--- src/rtl/cpu_div_pkg.sv ---
// Shared definitions for the iterative divider: FSM encoding, divide-by-zero
// quotient constant, default width and op-bit positions as decoded in ID.
package cpu_div_pkg;

  localparam int DIV_DATA_W = 32;

  typedef enum logic [1:0] {
    ST_IDLE = 2'd0,
    ST_CALC = 2'd1,
    ST_DONE = 2'd2
  } div_state_e;

  localparam logic [DIV_DATA_W-1:0] DIV_ZERO_QUO = '1;

  // Bit positions of the divide op-field as produced by the decoder
  localparam int OP_SIGNED_BIT = 0;
  localparam int OP_MOD_BIT    = 1;

endpackage

--- src/rtl/div_restore_step.sv ---
// One combinational radix-2 restoring step: shift in the next dividend bit,
// trial-subtract the divisor, keep the difference when it is non-negative.
module div_restore_step #(
  parameter int DATA_W = 32
) (
  input  logic [DATA_W-1:0] i_rem,
  input  logic              i_msb,
  input  logic [DATA_W-1:0] i_dvsr,
  output logic [DATA_W-1:0] o_rem,
  output logic              o_qbit
);

  logic [DATA_W:0] w_shift;
  logic [DATA_W:0] w_diff;

  // Partial remainder stays below the divisor, so one extra bit holds the sign
  assign w_shift = {i_rem, i_msb};
  assign w_diff  = w_shift - {1'b0, i_dvsr};
  assign o_qbit  = ~w_diff[DATA_W];
  assign o_rem   = o_qbit ? w_diff[DATA_W-1:0] : w_shift[DATA_W-1:0];

endmodule

--- src/rtl/div_unit_iter.sv ---
// Multi-cycle restoring divider for DIV.W/DIV.WU/MOD.W/MOD.WU with valid/ready
// handshakes and flush. Define DIV_ZERO_FAST_EN to bypass iteration on a zero divisor.
module div_unit_iter
  import cpu_div_pkg::*;
#(
  parameter int DATA_W = DIV_DATA_W,
  parameter int CNT_W  = 6
) (
  input  logic              clk,
  input  logic              resetn,
  input  logic              flush,
  input  logic              in_valid,
  output logic              in_ready,
  input  logic              in_signed,
  input  logic              in_mod,
  input  logic [DATA_W-1:0] in_src1,
  input  logic [DATA_W-1:0] in_src2,
  output logic              out_valid,
  input  logic              out_ready,
  output logic [DATA_W-1:0] out_result,
  output logic              out_div_zero
);

  localparam logic [DATA_W-1:0] ZERO_QUO = {DATA_W{DIV_ZERO_QUO[0]}};
  localparam logic [CNT_W-1:0]  CNT_LAST = CNT_W'(DATA_W);

  div_state_e        r_state;
  div_state_e        w_state_nxt;
  logic [CNT_W-1:0]  r_cnt;
  logic [DATA_W-1:0] r_rem;
  logic [DATA_W-1:0] r_quo;
  logic [DATA_W-1:0] r_dvsr;
  logic [DATA_W-1:0] r_result;
  logic              r_qsign;
  logic              r_rsign;
  logic              r_mod;
  logic              r_zero;
  logic              r_div_zero;

  logic [1:0]        w_op;
  logic              w_accept;
  logic              w_s1;
  logic              w_s2;
  logic              w_src2_zero;
  logic              w_fast_zero;
  logic              w_last;
  logic              w_qbit;
  logic [DATA_W-1:0] w_rem_nxt;
  logic [DATA_W-1:0] w_quo_fin;
  logic [DATA_W-1:0] w_rem_fin;
  logic [DATA_W-1:0] w_final;

  function automatic logic [DATA_W-1:0] f_neg(input logic [DATA_W-1:0] x);
    return ~x + 1'b1;
  endfunction

  function automatic logic [DATA_W-1:0] f_abs(input logic [DATA_W-1:0] x,
                                              input logic              neg);
    return neg ? f_neg(x) : x;
  endfunction

  assign w_op[OP_SIGNED_BIT] = in_signed;
  assign w_op[OP_MOD_BIT]    = in_mod;

  assign w_accept    = in_valid & in_ready & ~flush;
  assign w_s1        = w_op[OP_SIGNED_BIT] & in_src1[DATA_W-1];
  assign w_s2        = w_op[OP_SIGNED_BIT] & in_src2[DATA_W-1];
  assign w_src2_zero = (in_src2 == '0);
  assign w_last      = (r_state == ST_CALC) && (r_cnt == CNT_LAST);

`ifdef DIV_ZERO_FAST_EN
  assign w_fast_zero = w_src2_zero;
`else
  assign w_fast_zero = 1'b0;
`endif

  // ---- FSM state register ----
  always_ff @(posedge clk or negedge resetn) begin
    if (!resetn) r_state <= ST_IDLE;
    else         r_state <= w_state_nxt;
  end

  always_comb begin
    w_state_nxt = r_state;
    in_ready    = 1'b0;
    out_valid   = 1'b0;
    case (r_state)
      ST_IDLE: begin
        in_ready = 1'b1;
        if (w_accept) w_state_nxt = w_fast_zero ? ST_DONE : ST_CALC;
      end
      ST_CALC: if (r_cnt == CNT_LAST) w_state_nxt = ST_DONE;
      ST_DONE: begin
        out_valid = 1'b1;
        if (out_ready) w_state_nxt = ST_IDLE;
      end
      default: w_state_nxt = ST_IDLE;
    endcase
    if (flush) w_state_nxt = ST_IDLE;
  end

  // Counter runs 0..DATA_W; the extra count is the sign-correction cycle
  always_ff @(posedge clk or negedge resetn) begin
    if (!resetn)                                r_cnt <= '0;
    else if (w_accept)                          r_cnt <= '0;
    else if ((r_state == ST_CALC) && !w_last)   r_cnt <= r_cnt + 1'b1;
  end

  // ---- iteration datapath ----
  div_restore_step #(.DATA_W(DATA_W)) u_step (
    .i_rem  (r_rem),
    .i_msb  (r_quo[DATA_W-1]),
    .i_dvsr (r_dvsr),
    .o_rem  (w_rem_nxt),
    .o_qbit (w_qbit)
  );

  always_ff @(posedge clk) begin
    if (w_accept) begin
      r_rem   <= '0;
      r_quo   <= f_abs(in_src1, w_s1);
      r_dvsr  <= f_abs(in_src2, w_s2);
      r_qsign <= w_s1 ^ w_s2;
      r_rsign <= w_s1;
      r_mod   <= w_op[OP_MOD_BIT];
      r_zero  <= w_src2_zero;
    end else if ((r_state == ST_CALC) && !w_last) begin
      r_rem <= w_rem_nxt;
      r_quo <= {r_quo[DATA_W-2:0], w_qbit};
    end
  end

  // ---- sign correction and result register ----
  // With a zero divisor the core leaves |src1| as remainder, so the signed
  // correction reproduces src1 exactly; only the quotient needs forcing.
  assign w_quo_fin = r_qsign ? f_neg(r_quo) : r_quo;
  assign w_rem_fin = r_rsign ? f_neg(r_rem) : r_rem;
  assign w_final   = r_mod ? w_rem_fin : (r_zero ? ZERO_QUO : w_quo_fin);

  always_ff @(posedge clk or negedge resetn) begin
    if (!resetn) begin
      r_result   <= '0;
      r_div_zero <= 1'b0;
    end else if (w_accept && w_fast_zero) begin
      r_result   <= w_op[OP_MOD_BIT] ? in_src1 : ZERO_QUO;
      r_div_zero <= 1'b1;
    end else if (w_last && !flush) begin
      r_result   <= w_final;
      r_div_zero <= r_zero;
    end
  end

  assign out_result   = r_result;
  assign out_div_zero = r_div_zero;

endmodule

--- config.mk ---
export PLATFORM = sky130hd
export DESIGN_NAME = div_unit_iter
export DESIGN_NICKNAME = d
export VERILOG_FILES = /design/src/rtl/cpu_div_pkg.sv /design/src/rtl/div_restore_step.sv /design/src/rtl/div_unit_iter.sv
export SDC_FILE = /design/constraint.sdc
export NUM_CORES = 1
export LEC_CHECK = 0
export ABC_AREA = 1
export BUFFER_PORTS_ARGS = -buffer_cell sky130_fd_sc_hd__buf_2
export CORE_MARGIN = 10
export CORE_UTILIZATION = 56
export CTS_CLUSTER_SIZE = 14
export DETAILED_ROUTE_END_ITERATION = 10
export PLACE_DENSITY = 0.79
export SETUP_SLACK_MARGIN = 0.15
export SLEW_MARGIN = 10
export SYNTH_ARGS = -nofsm -noshare
export SYNTH_HDL_FRONTEND = slang
export SYNTH_SLANG_ARGS = --single-unit
--- constraint.sdc ---
create_clock -name clk -period 2.2 [get_ports clk]
set_clock_uncertainty 0.05 [all_clocks]
set_input_delay 0.44 -clock clk [delete_from_list [all_inputs] [get_ports clk]]
set_output_delay 0.44 -clock clk [all_outputs]
set_load 0.02 [all_outputs]
==> results by group <==
Floorplanning
  – Initial core utilization: a little under three fifths
  – Core area: 21100 µm²
  – Die Span Y: 167 µm
  – Io pins: around 110
  – Die X: 167 µm
  – Die ar.: 27800 µm²
  – Rows: 53

Timing
  – Slew HR: approximately 50%
  – Worst Setup Slack, final: -111 ps
  – RSZ-0062 raised after global routing: yes
  – Final setup TNS: -2500 ps
  – Final setup viols: 32
  – F_max: roughly 0.43 GHz
  – Final period utilization: 105%
  – Post-layout min period: 2310 ps
  – Final Max Slew Viols: 0
  – Slew @ Worst Pin: 748 ps
  – Final hold vios: 0

Worst setup path
  – R2r worst-path depth: 16
  – Crit Path Max Fanout: 17
  – Worst path required time: 2470 ps
  – WS Path Type: reg2reg
  – Crit path launch type: register
  – Crit path arrival time: 2580 ps
  – CP endpoint kind: register
  – Worst R2R Setup Slack: -110 ps
  – Reg2Reg Capture Point: r_rem[2]$_SDFFE_PP0P_
  – Origin of the critical flop-to-flop path: r_quo[31]$_DFFE_PP_

Logic synthesis
  – Syn avg cell area: between 6 and 7 µm²
  – Ys flop type: edfxtp_1
  – Syn Nets: between 2000 and 2500
  – Post-synth top area cell: nand2_1
  – Post-synth EDFFs: between 60 and 70
  – Post-synthesis cell count: 1934
  – Synth Register Bits: 141
  – Largest cells by area after synthesis: nand2_1 20%, edfxtp_1 17%, inv_1 9.2%, dfrtp_1 8.5%, nand3_1 7.9%
  – Yosys warns: 0
  – Area share of the largest cell type after synthesis: 20.4%
  – Synthesized area: 12100 µm²
  – Distinct cells, synth: 50
  – Sequential area share after synthesis: 30.8%
  – Ys async rst share: 29.1%

Drt
  – Drt drc: 0
  – Vias: 13600
  – Uppermost routed layer: met4
  – Initial DRC count: 1667
  – WL final: 40.3 mm
  – Wire length on met1: 17.6 mm
  – Met2 wire length: 17.9 mm
  – Met3 routed WL: 3.96 mm
  – Wire per inst: 16.4 µm
  – First-pass iteration count of the detailed router: 7
  – Vias per cell: 5.50
  – Final antenna-violating net count: 0

Global route
  – Global-route wire length before repair: 62.0 mm
  – Initial antenna violation count: 0
  – Largest net degree at the start of global routing: 58
  – Global route overflow: 0
  – Vias in the first global route: ~12000
  – GRT Total Usage: ~27%

Final layout
  – Ant diodes: 0
  – Final core occ: 71.4%
  – Final std cells w/o fill: 2467
  – Share of cells above drive strength 1: 21.0%
  – Area grow syn2layout: 24.8%
  – Total Nets Final: 2289

Clocking
  – CTS H-Tree Depth: 4
  – Root buf cell: clkbuf_16
  – CTS Buffer Depth: 2
  – Clk_lat worst skew: 440 ps
  – Num CTS Buffers: 17
  – Clk sink count: 141
  – CTS tree: done
  – Clock transition at the registers of the reported paths: 70 ps
  – Hold buffers post-CTS: 0

Placement
  – Placed insts: 2411
  – Buffers on Ports: ~110
  – Place WS: -143 ps
  – Dpl hpwl: about 31 mm
  – Gpl congestion: 0.987

Power
  – Power share of the sequential group: 23.6%
  – Post-layout power: between 0.015 and 0.02 W
  – Net Sw Frac: 46.3%
  – Peak VDD IR: 0.733 mV
  – Clock power share: a little under a fifth
  – Switch Pwr: 0.00716 W
  – Power Density: 1030 nW/µm²
  – LEAKAGE: 7.99 nW
  – Comb power frac: 57.8%
  – Int Pwr: 0.00830 W

Status
  – Status: complete, but fails checks
  – Failing checks: negative setup slack

Flow run
  – # Max-Cap Violations: 0

Worst hold path
  – Worst hold path type: in2async
-- kinds of logic after synthesis --
family / Yosys count / share of synthesized area, %
flip-flops: 141 / 30.8
AND/OR/NAND/NOR: 1136 / 39.8
XOR/XNOR: 67 / 4.87
AO/OA/AOI/OAI: 193 / 8.78
adder cells (fa/ha/maj): 39 / 4.11
buffers and inverters: 358 / 11.7
-- routing by layer --
layer,GRT usage [%],vias to the layer above
met5,0,-
met4,6.68,0
met3,4.85,83
met2,42.0,700
met1,38.0,6157
li1,-,6622
-- layout by cell type, fill, tap and decap left out, types with 8 or more instances in the layout --
| master | count |
|---|---|
| buf_2 | 105 |
| buf_4 | 157 |
| xnor2_1 | 25 |
| nand2_1 | 623 |
| nand3b_1 | 8 |
| nor2_1 | 159 |
| nor2_2 | 24 |
| nand4_1 | 26 |
| xor2_1 | 42 |
| ha_1 | 33 |
| a21oi_1 | 62 |
| nor3_2 | 8 |
| nand2_2 | 41 |
| dfrtp_1 | 41 |
| dfxtp_1 | 31 |
| edfxtp_1 | 68 |
| inv_2 | 29 |
| clkbuf_16 | 18 |
| nor3_1 | 22 |
| inv_1 | 278 |
| o21ai_0 | 88 |
| nand3_1 | 179 |
| nand3_2 | 8 |
-- critical path, cell delays in order, from the launching register on --
cell and delay, ps:
edfxtp_1 370, inv_2 70, ha_4 170, fa_2 380, inv_2 90, nand3_2 80
nand2_4 70, nand2_2 50, nand2_2 70, nand2_2 60, nand2_4 70, nand2_4 70
nand3_4 120, buf_6 210, nand3_1 120, nand3_1 100, nand2_1 60
-- worst max-delay path by stage --
stage	startpoint	to	slack, ps	depth (start not counted)
3_5_place_dp	in_src1[0]	r_quo[22]$_DFFE_PP_	-140	14
3_3_place_gp	in_src2[0]	r_dvsr[30]$_DFFE_PP_	-70	13
5_1_grt	r_dvsr[2]$_DFFE_PP_	r_rem[27]$_SDFFE_PP0P_	-220	16
6_report	r_quo[31]$_DFFE_PP_	r_rem[2]$_SDFFE_PP0P_	-110	16
2_1_floorplan	r_dvsr[0]$_DFFE_PP_	r_quo[0]$_DFFE_PP_	30	15
4_1_cts	r_dvsr[0]$_DFFE_PP_	r_rem[23]$_SDFFE_PP0P_	-70	17
-- power groups by stage --
| stage | Clock [W] | Combinational, W | Sequential [W] |
|---|---|---|---|
| 2_1_floorplan | 0 | 0.00511 | 0.00362 |
| 3_3_place_gp | 0 | 0.00778 | 0.00365 |
| 3_5_place_dp | 0 | 0.00792 | 0.00366 |
| 4_1_cts | 0.00287 | 0.00808 | 0.00362 |
| 5_1_grt | 0.00300 | 0.00983 | 0.00367 |
| 6_report | 0.00287 | 0.00894 | 0.00366 |
-- timing repair --
action	CTS	global route
endpoints found under the setup margin	41	93
buffers inserted	3	20
gates resized for setup	18	101
pin swaps	4	21
gates cloned	0	1
-- registers in the layout (all words and copies together) (netlist names), 2 cells and up --
| register | cells |
|---|---|
| out_result | 32 |
| r_dvsr | 32 |
| r_quo | 32 |
| r_rem | 32 |
| r_cnt | 6 |
| r_state | 2 |
-- final cells by class --
class,instances,area [µm²]
multi-input cells,1435,7350
inverters,310,1170
fillers,1797,6030
flip-flops and latches,141,3710
well taps,275,344
repair buffers,274,1900
clock buffers,17,425
clock inverters,15,151
-- synth_stat cells (8+ instances only) --
library cell and n:
inv_2 13, nand3b_1 8, clkbuf_1 24, ha_1 38, nand2_1 656, a21oi_1 66
xor2_1 42, nand2_2 11, nand4_1 26, o21ai_0 90, edfxtp_1 68, dfrtp_1 41
nor2_1 184, dfxtp_1 32, inv_1 295, nand3_1 190, nor3_1 27, buf_2 12
xnor2_1 25
-- metrics by stage --
stage	cell area, µm²	hold WS, ps
final	15100	19.4
after global placement	13900	408
after detailed placement	13900	411
after global routing	15100	34.7
after floorplan	12100	94.4
after CTS	14500	18.4
(Power assumes the default switching activity.)
